## config.mk

```make
export PLATFORM = sky130hd
export DESIGN_NAME = asp_dma_wr_fence_gen
export DESIGN_NICKNAME = d
export VERILOG_FILES = /design/src/rtl/asp_dma_wr_fence_gen.sv
export SDC_FILE = /design/constraint.sdc
export NUM_CORES = 1
export LEC_CHECK = 0
export CAP_MARGIN = 20
export CORE_AREA = 2 2 537 539
export DETAILED_ROUTE_END_ITERATION = 12
export DIE_AREA = 0 0 539 541
export MAX_ROUTING_LAYER = met4
export PLACE_DENSITY = 0.31
export SLEW_MARGIN = 20
export SYNTH_ARGS = -nofsm -noshare
export SYNTH_HDL_FRONTEND = slang
export SYNTH_SLANG_ARGS = --single-unit
```

## constraint.sdc

```tcl
create_clock -name clk -period 3.05 [get_ports clk]
set_input_delay 0.7625 -clock clk [delete_from_list [all_inputs] [get_ports clk]]
set_output_delay 0.7625 -clock clk [all_outputs]
set_load 0.005 [all_outputs]
```

## src/rtl/asp_dma_wr_fence_gen.sv

```systemverilog
// asp_dma_wr_fence_gen: DMA write pass-through that injects a fence-tagged completion write at burst boundaries; ASP_WR_FENCE_TIMEOUT_EN adds a sticky fence timeout
module asp_dma_wr_fence_gen #(
  parameter int ADDR_WIDTH  = 48,
  parameter int DATA_WIDTH  = 512,
  parameter int BURST_WIDTH = 7
) (
  input  logic                    clk,
  input  logic                    reset_n,
  input  logic                    up_write,
  input  logic [ADDR_WIDTH-1:0]   up_address,
  input  logic [BURST_WIDTH-1:0]  up_burstcount,
  input  logic [DATA_WIDTH-1:0]   up_writedata,
  input  logic [DATA_WIDTH/8-1:0] up_byteenable,
  output logic                    up_waitrequest,
  output logic                    dn_write,
  output logic [ADDR_WIDTH-1:0]   dn_address,
  output logic [BURST_WIDTH-1:0]  dn_burstcount,
  output logic [DATA_WIDTH-1:0]   dn_writedata,
  output logic [DATA_WIDTH/8-1:0] dn_byteenable,
  input  logic                    dn_waitrequest,
  output logic                    wr_fence_flag,
  input  logic                    fence_req,
  input  logic [ADDR_WIDTH-1:0]   fence_addr,
  input  logic [63:0]             fence_data,
  output logic                    fence_busy,
  output logic                    fence_done,
  output logic                    fence_timeout
);
  localparam int BE_WIDTH = DATA_WIDTH / 8;
  typedef enum logic [1:0] {PASS, BURST, FENCE, DONE} state_t;
  state_t state, state_nx;
  logic pending;
  logic [ADDR_WIDTH-1:0] fence_addr_q;
  logic [63:0] fence_data_q;
  logic [BURST_WIDTH-1:0] beats_left;
  logic up_acc, fence_take, fence_pend, fence_acc, multi;
  assign up_acc = up_write && !dn_waitrequest;
  assign fence_take = fence_req && !pending;
  // a request seen this cycle already counts, so an idle PASS can enter FENCE next cycle
  assign fence_pend = pending || fence_take;
  assign fence_acc = state == FENCE && !dn_waitrequest;
  assign multi = up_burstcount > BURST_WIDTH'(1);
  always_ff @(posedge clk or negedge reset_n)
    if (!reset_n) state <= PASS;
    else state <= state_nx;
  always_comb begin
    state_nx = state == PASS  ? (up_acc && multi ? BURST : fence_pend && !up_acc ? FENCE : PASS)
             : state == BURST ? (up_acc && beats_left == BURST_WIDTH'(1) ? (fence_pend ? FENCE : PASS) : BURST)
             : state == FENCE ? (dn_waitrequest ? FENCE : DONE)
             : PASS;
  end
  always_ff @(posedge clk or negedge reset_n)
    if (!reset_n) begin
      pending <= 1'b0;
      fence_addr_q <= '0;
      fence_data_q <= '0;
      beats_left <= '0;
    end else begin
      pending <= fence_acc ? 1'b0 : fence_pend;
      if (fence_take) begin
        fence_addr_q <= fence_addr;
        fence_data_q <= fence_data;
      end
      if (state == PASS && up_acc) beats_left <= multi ? up_burstcount - BURST_WIDTH'(1) : '0;
      else if (state == BURST && up_acc) beats_left <= beats_left - BURST_WIDTH'(1);
    end
  always_comb begin
    wr_fence_flag = state == FENCE;
    fence_done = state == DONE;
    fence_busy = pending;
    up_waitrequest = state inside {FENCE, DONE} ? 1'b1 : dn_waitrequest;
    dn_write = wr_fence_flag || (state != DONE && up_write);
    dn_address = wr_fence_flag ? fence_addr_q : up_address;
    dn_burstcount = wr_fence_flag ? BURST_WIDTH'(1) : up_burstcount;
    dn_writedata = wr_fence_flag ? DATA_WIDTH'(fence_data_q) : up_writedata;
    dn_byteenable = wr_fence_flag ? BE_WIDTH'(8'hFF) : up_byteenable;
  end
`ifdef ASP_WR_FENCE_TIMEOUT_EN
  logic [15:0] to_cnt;
  logic to_q;
  always_ff @(posedge clk or negedge reset_n)
    if (!reset_n) begin
      to_cnt <= '0;
      to_q <= 1'b0;
    end else begin
      to_cnt <= state != FENCE ? 16'h0 : (dn_waitrequest && to_cnt != 16'hFFFF) ? to_cnt + 16'h1 : to_cnt;
      to_q <= to_q || to_cnt == 16'hFFFF;
    end
  assign fence_timeout = to_q;
`else
  assign fence_timeout = 1'b0;
`endif
endmodule

```

==> results of run 1 <==
==> what timing repair did <==
| action | CTS | global route |
|---|---|---|
| gates resized for setup | 806 | 323 |
| cloned | 34 | 4 |
| setup buffers | 61 | 14 |
| setup endpoints to repair | 589 | 182 |
| pin swaps | 6 | 1 |
==> per-layer routing <==
layer	vias up	part of all wire, %	track usage, %
li1	7158	-	-
met1	7505	34	12.5
met2	1263	48	25.0
met3	276	16	12.4
met4	0	2.0	2.48
met5	-	0	-
==> path summary, 6_finish.rpt <==
path | startpoint | end | slack [ns] | cells past startpoint
min reg2reg | fence_addr_q[24] | fence_addr_q[24] | 0.51 | 1
min | reset_n | fence_addr_q[23] | 0.22 | 1
max in group asynchronous | reset_n | state[1] | 1.91 | 2
max reg2reg | state[1] | beats_left[5] | 0.95 | 6
min in group clk | fence_addr_q[24] | fence_addr_q[24] | 0.51 | 1
max | state[0] | dn_writedata[44] | -0.07 | 10
==> placed cells by master (no fill, tap or decap), types with 35 or more instances in the layout <==
cell and instances:
buf_12 61, buf_16 41, buf_4 128, clkbuf_2 102
clkdlybuf4s15_1 35, clkdlybuf4s50_1 760, dfrtp_1 121, diode_2 159
dlygate4sd2_1 327, dlymetal6s2s_1 35, mux2_2 112, nand2_1 306
nor2b_1 443, nor2b_2 42
==> cell type report <==
class,instances,share of cell area [%]
repair buffers,1555,50.4
clock buffers,17,1.36
flip-flops and latches,122,9.76
multi-input cells,1038,21.4
inverters,8,0.148
well taps,3781,15.1
clock inverters,15,0.484
diodes,159,1.27
repair inverters,1,0.0639
==> power by group through the flow <==
stage | clock network [W] | logic [W] | registers [W]
after global placement | 0 | 0.0189 | 0.00299
final | 0.00219 | 0.0209 | 0.00296
after floorplan | 0 | 0.00505 | 0.00279
after CTS | 0.00229 | 0.0217 | 0.00297
after global routing | 0.00232 | 0.0225 | 0.00307
after detailed placement | 0 | 0.0187 | 0.00300
==> cells by family after synthesis <==
family | share of synthesized area (%)
buf+inv | 4.36
simple gates | 48.6
compound gates | 1.44
other cells | 0.0386
mux | 13.2
flops | 31.4
fa+ha+maj | 0.515
xor+xnor | 0.451
==> critical path, delay by kind of cell (launching register included) <==
family / cells / cell delay (ns)
flip-flops: 1 / 0.39
buffers and inverters: 7 / 1.11
AND/OR/NAND/NOR: 3 / 0.32
==> state kept, by name, summed over array words and instances (netlist names) <==
register / count
fence_addr_q: 48
fence_busy: 1
fence_data_q: 64
beats_left: 7
state: 2
==> metrics by stage <==
step / hold WS (ns) / cell area, um^2 / utilization, % / setup slack (ns)
floorplan: 0.467 / 9710 / - / 0.847
global placement: 0.489 / 28800 / 10.1 / -0.429
detailed placement: 0.495 / 28800 / 10.1 / -0.384
CTS: 0.237 / 31000 / 10.8 / -0.165
global route: 0.253 / 31300 / 10.9 / -0.151
finish: 0.224 / 31300 / 10.9 / -0.0744
==> results.md, run 1 <==
- Power per cell area: 831 nW/um^2
- Tcrit/Tclk final: 102%
- Layout cell share with drive strength beyond 1: 24.1%
- Clk root buf: clkbuf_16
- GRT overflow: 0
- Status: finished with violations
- Maximum clock rate: 320 MHz
- Critical Path RT: 2.29 ns
- Avg Inst Size Synth: 7.68 um^2
- Hold Path Class: primary input to async pin
- CP max stage delay: 0.39 ns
- Worst setup SP type: flip-flop
- Final RePlAce weighted congestion: 0.912
- Area leader, netlist: nor2b_1
- Sequential share of the synthesized area: 31.4%
- Total power draw: 0.0260 W
- Synth Instances: 1265
- Static Leak: 13.1 nW
- Final hold viol count: 0
- Gr usage total: 14.8%
- Synth cell types: 39
- Final wirelength: 217 mm
- Post-synth top flop: dfrtp_1
- YS warnings: 0
- CTS Buf Count: 17
- Setup TNS: -0.211 ns
- Crit. End Element: primary output
- Multi-input combinational cell area: 6690 um^2
- Initial Util: 3.39%
- Synthesized area: 9710 um^2
- Crit path kind: flip-flop to primary output
- Number of synthesized flops with an enable pin: 0
- First-pass GRT wire length: 254 mm
- # DRC: 0
- Crit path DAT: 2.36 ns
- H-tree Lvls: 4
- Unrepaired setup endpoints after global routing: true
- Final Non-Filler Cells: 6696
- Final worst slack: -0.0744 ns
- Worst path cell trace: inv_2 -> nand2_8 -> buf_6 -> buf_12 -> buf_12 -> buf_16 -> buf_4 -> nand2_1 -> nand2_1 -> dlygate4sd2_1
- # setup viols final: 5
- Worst VDD drop: 354 uV
- Failing checks: setup timing
- Core Area: 286000 um^2
- Die width: 539 um
- Max clock buf depth: 2
- Fin nets: 3495
- Seq cells post-synth: 122
- Post-synth top cells: 510 x nor2b_1, 345 x nand2_1, 122 x dfrtp_1
- Clock Power Share: 8.4%
- 1st-iter DRT viols: 667
- DIE HEIGHT: 541 um
- Clock Skew: 0.0170 ns
- Period minus WS final: 3.12 ns
- Largest net degree at the start of global routing: 51
- Sequential Area: 3050 um^2
- Cells after DPL: 6396
- Synth-to-Final Area Change: 222%
- Clock Latency Late Sink: 0.50 ns
- # Max-Cap Violations: 0
- Number of global-route vias before repair: 16559
- Fill cells: 33261
- Routed wire per std cell: 32.4 um
- Register share of total power: 11.4%
- Area contributors post-synth: nor2b_1 33%, dfrtp_1 31%, nand2_1 13%
- CP max-delay cell: dfrtp_1
- Final Max Slew Viols: 0
- Slew @ Worst Pin: 0.625 ns
- Pint: 0.0136 W
- CTS tree: built
- Sw Pwr: 0.0125 W
- Final ANT Viol Nets: 0
- Top-count cell post-synth: nor2b_1
- Asr flop ratio synth: 100%
- Syn nets: 2017
- DP Wirelength: 191 mm
- # hold bufs at CTS: 0
- Combinational share of power: 80.2%
- Rel. slew slack: 58.4%
- DR vias/cell: 2.42
- Die Area: 292000 um^2
- Drt pass-1 iters: 6
- Initial antenna violation count: 339
- Clock Sinks: 122
- I/O pins: 1385
- Worst-path fanout max: 7
- # rows: 197
- Clock transition at path regs: 0.07 ns
- Top-area cell type share of the netlist area: 32.9%
- I/O Buffers: 1383
- Sw frac: 47.9%
- Routed via count: 16202
No activity file was read; power rests on OpenSTA's default activity.
==> run 2: changes to the inputs <==
--- a/config.mk
+++ b/config.mk
@@ -5,12 +5,12 @@
 export SDC_FILE = /design/constraint.sdc
 export NUM_CORES = 1
 export LEC_CHECK = 0
+export ABC_AREA = 1
 export CAP_MARGIN = 20
-export CORE_AREA = 2 2 537 539
+export CORE_AREA = 2 2 536 538
 export DETAILED_ROUTE_END_ITERATION = 12
-export DIE_AREA = 0 0 539 541
+export DIE_AREA = 0 0 538 540
 export MAX_ROUTING_LAYER = met4
-export PLACE_DENSITY = 0.31
 export SLEW_MARGIN = 20
 export SYNTH_ARGS = -nofsm -noshare
 export SYNTH_HDL_FRONTEND = slang
==> run 2 against run 1 <==
Against the previous run:
- the flow still finishes with violations (setup timing)
- clock skew increased by 0.061 ns
- first-iteration DRC count is 12% higher
- register-to-register slack better by 0.38 ns
- largest power group unchanged
- hold slack lost 0.040 ns
- global-route usage is 0.58 points higher
- sequential power is 1% lower
- sequential cell count is the same
- via count grew 9.1%
- sequential share of layout area decreased by 0.40 points
- setup slack worse by 0.14 ns
==> results.md, run 2 <==
- Status: finished with violations
- Failing checks: setup timing
- Number of global-route vias before repair: 16880 (+1.9%)
- Final hold viol count: 0 (unchanged)
- Final ANT Viol Nets: 0 (unchanged)
- I/O pins: 1385 (unchanged)
- Final RePlAce weighted congestion: 0.904 (-0.88%)
- Routed wire per std cell: 31.8 um (-1.8%)
- CTS Buf Count: 25 (+8)
- Slew @ Worst Pin: 0.543 ns (-0.0815 ns)
- # hold bufs at CTS: 0 (unchanged)
- Critical Path RT: 2.29 ns (about the same)
- Top-count cell post-synth: nor2_1
- Initial Util: 3.74% (+0.35 points)
- Final worst slack: -0.214 ns (-0.139 ns)
- Power per cell area: 789 nW/um^2 (-5.1%)
- Crit path kind: primary input to primary output
- Worst VDD drop: 481 uV (+36%)
- GR peak layer: met2
- Clock transition at path regs: 0.16 ns (+0.09 ns)
- Total power draw: 0.0257 W (-1.1%)
- Seq cells post-synth: 122 (unchanged)
- Area leader, netlist: dfrtp_1
- Avg Inst Size Synth: 5.85 um^2 (-24%)
- Gr usage total: 15.4% (+0.58 points)
- Synth cell types: 26 (-33%)
- Synthesized area: 10600 um^2 (+9.5%)
- Clk root buf: clkbuf_16
- Unrepaired setup endpoints after global routing: true
- Number of synthesized flops with an enable pin: 0 (unchanged)
- Met1 Usage GRT: 17.4% (+4.9 points)
- Post-synth top cells: 526 x nor2_1, 525 x inv_1, 392 x nand2_1
- Final Non-Filler Cells: 7215 (+7.8%)
- Setup TNS: -8.91 ns (-8.70 ns)
- Clock Sinks: 122 (unchanged)
- Crit. End Element: primary output
- Top Registers: fence_data_q x64, fence_addr_q x48, beats_left x7
- Fill cells: 33045 (-0.65%)
- Die width: 538 um (-0.19%)
- First-pass GRT wire length: 259 mm (+1.9%)
- DIE HEIGHT: 540 um (-0.18%)
- Synth-to-Final Area Change: 207%
- # setup viols final: 170 (+165)
- Synth Instances: 1819 (+44%)
- Fin nets: 4047 (+16%)
- YS warnings: 0 (unchanged)
- M3 GR Usage: 10.6% (-1.8 points)
- Rel. slew slack: 63.7% (+5.3 points)
- Worst-path fanout max: 1 (-6)
- # DRC: 0 (unchanged)
- DR vias/cell: 2.45 (+1.3%)
- Clock Skew: 0.0781 ns (+0.0611 ns)
- R2r worst-path depth: 4 (-2)
- Final wirelength: 230 mm (+5.8%)
- Initial antenna violation count: 337 (-0.59%)
- Fin util: 11.5% (+0.54 points)
- Commonest non-fill, non-tap cell in the layout: clkdlybuf4s50_1
- I/O Buffers: 1383 (unchanged)
- Hold Path Class: primary input to async pin
- Cells after DPL: 6961 (+8.8%)
- Die Area: 291000 um^2 (-0.37%)
- H-tree Lvls: 4 (unchanged)
- Top-area cell type share of the netlist area: 28.7% (-4.2 points)
- Core Area: 284000 um^2 (-0.68%)
- Grt met2 use: 22.9% (-2.1 points)
- Routed via count: 17678 (+9.1%)
- Biggest register: fence_data_q
- Post-synth top flop: dfrtp_1
- Maximum clock rate: 306 MHz (-4.3%)
- # Max-Cap Violations: 0 (unchanged)
- Max reg flops: 64 (unchanged)
- GRT overflow: 0 (unchanged)
- Place WS: -0.382 ns (+0.00266 ns)
- Asr flop ratio synth: 100% (unchanged)
- Static Leak: 16.2 nW (+24%)
- Final Max Slew Viols: 0 (unchanged)
- Sequential share of the synthesized area: 28.7% (-2.7 points)
- Highest-count cells in the layout ignoring fill and taps: 988 x clkdlybuf4s50_1, 525 x inv_1, 491 x nor2_1
- DP Wirelength: 209 mm (+9.5%)
- Clock Latency Late Sink: 0.61 ns (+0.11 ns)
- Crit path DAT: 2.50 ns (+0.14 ns)
- # rows: 196 (-0.51%)
- 1st-iter DRT viols: 744 (+12%)
- Drt pass-1 iters: 7 (+1)
- Max clock buf depth: 3 (+1)
- Syn nets: 2571 (+27%)
- Period minus WS final: 3.26 ns (+0.139 ns)
- Tcrit/Tclk final: 107% (+4.6 points)
- Worst setup SP type: primary input
- CTS tree: built
- Layout cell share with drive strength beyond 1: 18.2% (-5.8 points)
- Largest net degree at the start of global routing: 81 (+59%)
- Area contributors post-synth: dfrtp_1 29%, nor2_1 19%, inv_1 19%
run 2: logic make-up after synthesis:
logic type	after synthesis	share of synthesized area, %
flops	122	28.7
other cells	1	0.0353
xor+xnor	4	0.329
simple gates	943	33.9
buf+inv	623	24.1
mux	112	11.9
compound gates	10	0.600
fa+ha+maj	4	0.471
run 2: metal layers:
metal  up-vias  routed length, um
met1      7901              96000
met2      1326              97100
met5         -                  0
met4         0               3390
met3       241              33200
li1       8210                  -
run 2: worst paths after layout:
check	startpoint	to	slack, ns
setup reg to reg	fence_busy	fence_addr_q[47]	1.33
hold reg to reg	fence_addr_q[0]	fence_addr_q[0]	0.50
hold / removal	reset_n	fence_addr_q[21]	0.18
setup / recovery	up_writedata[120]	dn_writedata[120]	-0.21
min in group clk	fence_addr_q[0]	fence_addr_q[0]	0.50
max in group asynchronous	reset_n	fence_data_q[5]	2.39
run 2: critical path, cell delays in order:
cell	delay (ns)
clkdlybuf4s50_1	0.58
inv_1	0.19
nor2_2	0.28
buf_4	0.18
clkdlybuf4s50_1	0.50
run 2: stage by stage:
step / instance area, um^2 / hold slack (ns)
2_1_floorplan: 10600 / 0.467
3_3_place_gp: 29400 / 0.488
3_5_place_dp: 29400 / 0.493
4_1_cts: 30500 / 0.157
5_1_grt: 32600 / 0.166
6_report: 32600 / 0.184
run 2: what timing repair did:
| item | CTS | global route |
|---|---|---|
| gates cloned | 3 | 15 |
| setup endpoints to repair | 516 | 511 |
| buffers inserted | 12 | 41 |
| resized for setup | 139 | 412 |
| pin swaps | 1 | 14 |
run 2: final cells by class:
class                      count  area (um^2)  area share (%)
tap                         3762         4710            14.4
sequential                   122         3050            9.36
inverter                     528         2010            6.16
multi-input combinational   1074         5430            16.7
timing repair inverter         1         11.3          0.0345
clock inverter                 3         40.0           0.123
antenna                      152          380            1.17
clock buffer                  30          674            2.07
timing repair buffer        1543        16300            50.0
run 2: report_power, final:
group	switching (W)	internal [W]
clock	0.00126	0.00163
combinational	0.0105	0.00937
sequential	0.000474	0.00244
total	0.0123	0.0134
==> run 3: changes to the inputs <==
--- a/config.mk
+++ b/config.mk
@@ -8,8 +8,10 @@
 export ABC_AREA = 1
 export CAP_MARGIN = 20
 export CORE_AREA = 2 2 536 538
+export CTS_BUF_LIST = sky130_fd_sc_hd__clkbuf_16
 export DETAILED_ROUTE_END_ITERATION = 12
 export DIE_AREA = 0 0 538 540
+export DONT_BUFFER_PORTS = 1
 export MAX_ROUTING_LAYER = met4
 export SLEW_MARGIN = 20
 export SYNTH_ARGS = -nofsm -noshare
==> run 3 against run 2 <==
Against the previous run:
- the flow finishes with violations (hold timing)
- core utilization decreased by 4.9 points
- first-iteration DRC count increased by 19%
- via count decreased by 24%
- cell count decreased by 19%
- critical path type is now flip-flop to primary output
==> results.md, run 3 (synthesized netlist as in run 2, its figures left out) <==
- DP Wirelength: 217 mm (+4.0%)
- Final ANT Viol Nets: 0 (unchanged)
- First-pass GRT wire length: 262 mm (+1.5%)
- Max clock buf depth: 2 (-1)
- DIE HEIGHT: 540 um (unchanged)
- Status: finished with violations
- Design area: 18700 um^2 (-43%)
- Clock Latency Late Sink: 0.53 ns (-0.08 ns)
- I/O Buffers: 0 (-100%)
- R2R setup slack: 1.33 ns (about the same)
- Reg-to-reg startpoint: state[0]
- CP max-delay cell: nor2_1
- CP max stage delay: 0.64 ns (+0.06 ns)
- Crit path DAT: 2.25 ns (-0.25 ns)
- I/O pins: 1385 (unchanged)
- Worst VDD drop: 622 uV (+29%)
- Synth-to-Final Area Change: 75.8%
- Register share of total power: 17.1% (+5.8 points)
- Die Area: 291000 um^2 (unchanged)
- Slew @ Worst Pin: 0.797 ns (+0.254 ns)
- Final Max Slew Viols: 0 (unchanged)
- H-tree Lvls: 4 (unchanged)
- Pint: 0.00831 W (-38%)
- Final hold viol count: 122 (+122)
- CTS tree: built
- Sw Pwr: 0.0104 W (-15%)
- Gr usage total: 16.1% (+0.69 points)
- R2r worst-path depth: 8 (+4)
- Initial antenna violation count: 367 (+8.9%)
- # setup viols final: 0 (-100%)
- Crit. End Element: primary output
- Static Leak: 8.67 nW (-47%)
- Worst path cell trace: inv_2 -> nor2_4 -> buf_6 -> buf_12 -> buf_16 -> nor2_1
- Failing checks: hold timing
- Buf+Inv Stages, Crit Path: 4 (unchanged)
- # rows: 196 (unchanged)
- Maximum clock rate: 332 MHz (+8.3%)
- Sw frac: 55.7% (+8.0 points)
- GRT overflow: 0 (unchanged)
- Largest net degree at the start of global routing: 123 (+52%)
- Routed wire per std cell: 40.2 um (+26%)
- # Max-Cap Violations: 0 (unchanged)
- Sequential Area: 3060 um^2 (about the same)
- Die width: 538 um (unchanged)
- Place WS: 0.165 ns (+0.546 ns)
- Core Area: 284000 um^2 (unchanged)
- Clock Sinks: 122 (unchanged)
- Final RePlAce weighted congestion: 1.08 (+20%)
- Combinational share of power: 69.3% (-8.1 points)
- Top Registers: fence_data_q x64, fence_addr_q x48, beats_left x7
- Period minus WS final: 3.01 ns (-0.249 ns)
- Max reg flops: 64 (unchanged)
- Biggest register: fence_data_q
- Worst hold margin: -0.110 ns (-0.295 ns)
- Routed via count: 13447 (-24%)
- 1st-iter DRT viols: 886 (+19%)
- Top delay family on crit path: simple AND/OR/NAND/NOR gates
- Placed cell areas: 16800 um^2 (-43%)
- Fill cells: 33789 (+2.3%)
- Unrepaired setup endpoints after global routing: true
- Layout cell share with drive strength beyond 1: 21.3% (+3.1 points)
- Number of global-route vias before repair: 12653 (-25%)
- Rel. slew slack: 46.7% (-17 points)
- Fin nets: 2662 (-34%)
- Drt pass-1 iters: 5 (-2)
- CTS Buf Count: 17 (-32%)
- Highest-count cells in the layout ignoring fill and taps: 526 x inv_1, 489 x nor2_1, 345 x nand2_1
- Clk root buf: clkbuf_16
- Critical Path RT: 2.29 ns (about the same)
- Crit path kind: flip-flop to primary output
- Tcrit/Tclk final: 98.8% (-8.2 points)
- Clock Skew: 0.0426 ns (-0.0355 ns)
- Final worst slack: 0.0352 ns (+0.249 ns)
- Final wirelength: 235 mm (+2.4%)
- Worst-path fanout max: 23 (+22)
- Initial Util: 3.74% (unchanged)
- Clock Power Share: 13.6% (+2.4 points)
- Commonest non-fill, non-tap cell in the layout: inv_1
- Hold Path Class: primary input to async pin
- Worst setup SP type: flip-flop
- Clock transition at path regs: 0.14 ns (-0.02 ns)
- Power per cell area: 1000 nW/um^2 (+27%)
- Multi-input combinational cell area: 5310 um^2 (-2.2%)
- # DRC: 0 (unchanged)
- Worst reg2reg path endpoint: beats_left[4]
- DR vias/cell: 2.30 (-6.3%)
-- run 3: changes by cell type in the layout (fill, tap and decap cells not counted), moves of 12 or more --
| cell | previous run | this run |
|---|---|---|
| clkdlybuf4s50_1 | 988 | 0 |
| dlymetal6s2s_1 | 173 | 0 |
| buf_4 | 201 | 68 |
| buf_6 | 35 | 5 |
| dlygate4sd2_1 | 25 | 0 |
| diode_2 | 152 | 173 |
| clkbuf_16 | 37 | 19 |
| buf_12 | 57 | 73 |
| clkdlybuf4s15_2 | 12 | 0 |
| nor2_2 | 27 | 39 |
-- run 3: worst max path at each step --
stage | from | to | slack [ns] | cells past startpoint
CTS | state[1] | dn_writedata[85] | -0.05 | 7
global route | state[1] | dn_writedata[175] | -0.01 | 8
floorplan | state[1] | dn_byteenable[0] | 1.13 | 5
global placement | state[1] | dn_writedata[22] | 0.15 | 6
finish | state[1] | dn_writedata[429] | 0.04 | 6
detailed placement | state[1] | dn_writedata[22] | 0.16 | 6
-- run 3: through the flow --
step	util (%)	power [W]	cells	setup TNS [ns]
4_1_cts	6.38	0.0195	5682	-0.842
2_1_floorplan	-	0.00783	1819	0
3_5_place_dp	5.89	0.0152	5627	0
6_report	6.57	0.0188	5858	0
3_3_place_gp	5.89	0.0152	5627	0
5_1_grt	6.57	0.0199	5853	-0.0131
-- run 3: worst reg2reg max path, cell delays in order (launching register included) --
cell      delay, ns
dfrtp_2        0.44
buf_4          0.16
inv_1          0.12
nand2_1        0.09
nor2_2         0.13
nand2_1        0.08
nor2_2         0.30
nand2_1        0.13
a21boi_1       0.17
-- run 3: final cells by class --
| cell class | count | area share (%) |
|---|---|---|
| timing repair buffer | 166 | 13.8 |
| sequential | 122 | 16.3 |
| inverter | 528 | 10.7 |
| antenna | 173 | 2.32 |
| timing repair inverter | 1 | 0.0469 |
| clock inverter | 15 | 0.864 |
| tap | 3762 | 25.2 |
| multi-input combinational | 1074 | 28.4 |
| clock buffer | 17 | 2.28 |
-- run 3: layer usage --
metal / vias to the layer above / routed length [um] / track usage, %
met2: 1468 / 96500 / 23.0
met5: - / 0 / -
met4: 0 / 4680 / 2.54
li1: 5485 / - / -
met1: 6237 / 95100 / 18.0
met3: 257 / 38900 / 11.8
-- run 3: what timing repair did --
action,CTS,global route
pin swaps,1,0
cloned,11,2
hold endpoints to repair,122,122
gates resized for setup,110,14
endpoints found under the setup margin,274,56
buffers inserted,12,1
-- run 3: power by group through the flow --
stage / Clock, W / Combinational [W] / Sequential, W
floorplan: 0 / 0.00506 / 0.00277
global placement: 0 / 0.0120 / 0.00320
detailed placement: 0 / 0.0120 / 0.00321
CTS: 0.00270 / 0.0135 / 0.00326
global route: 0.00271 / 0.0139 / 0.00334
finish: 0.00256 / 0.0130 / 0.00320
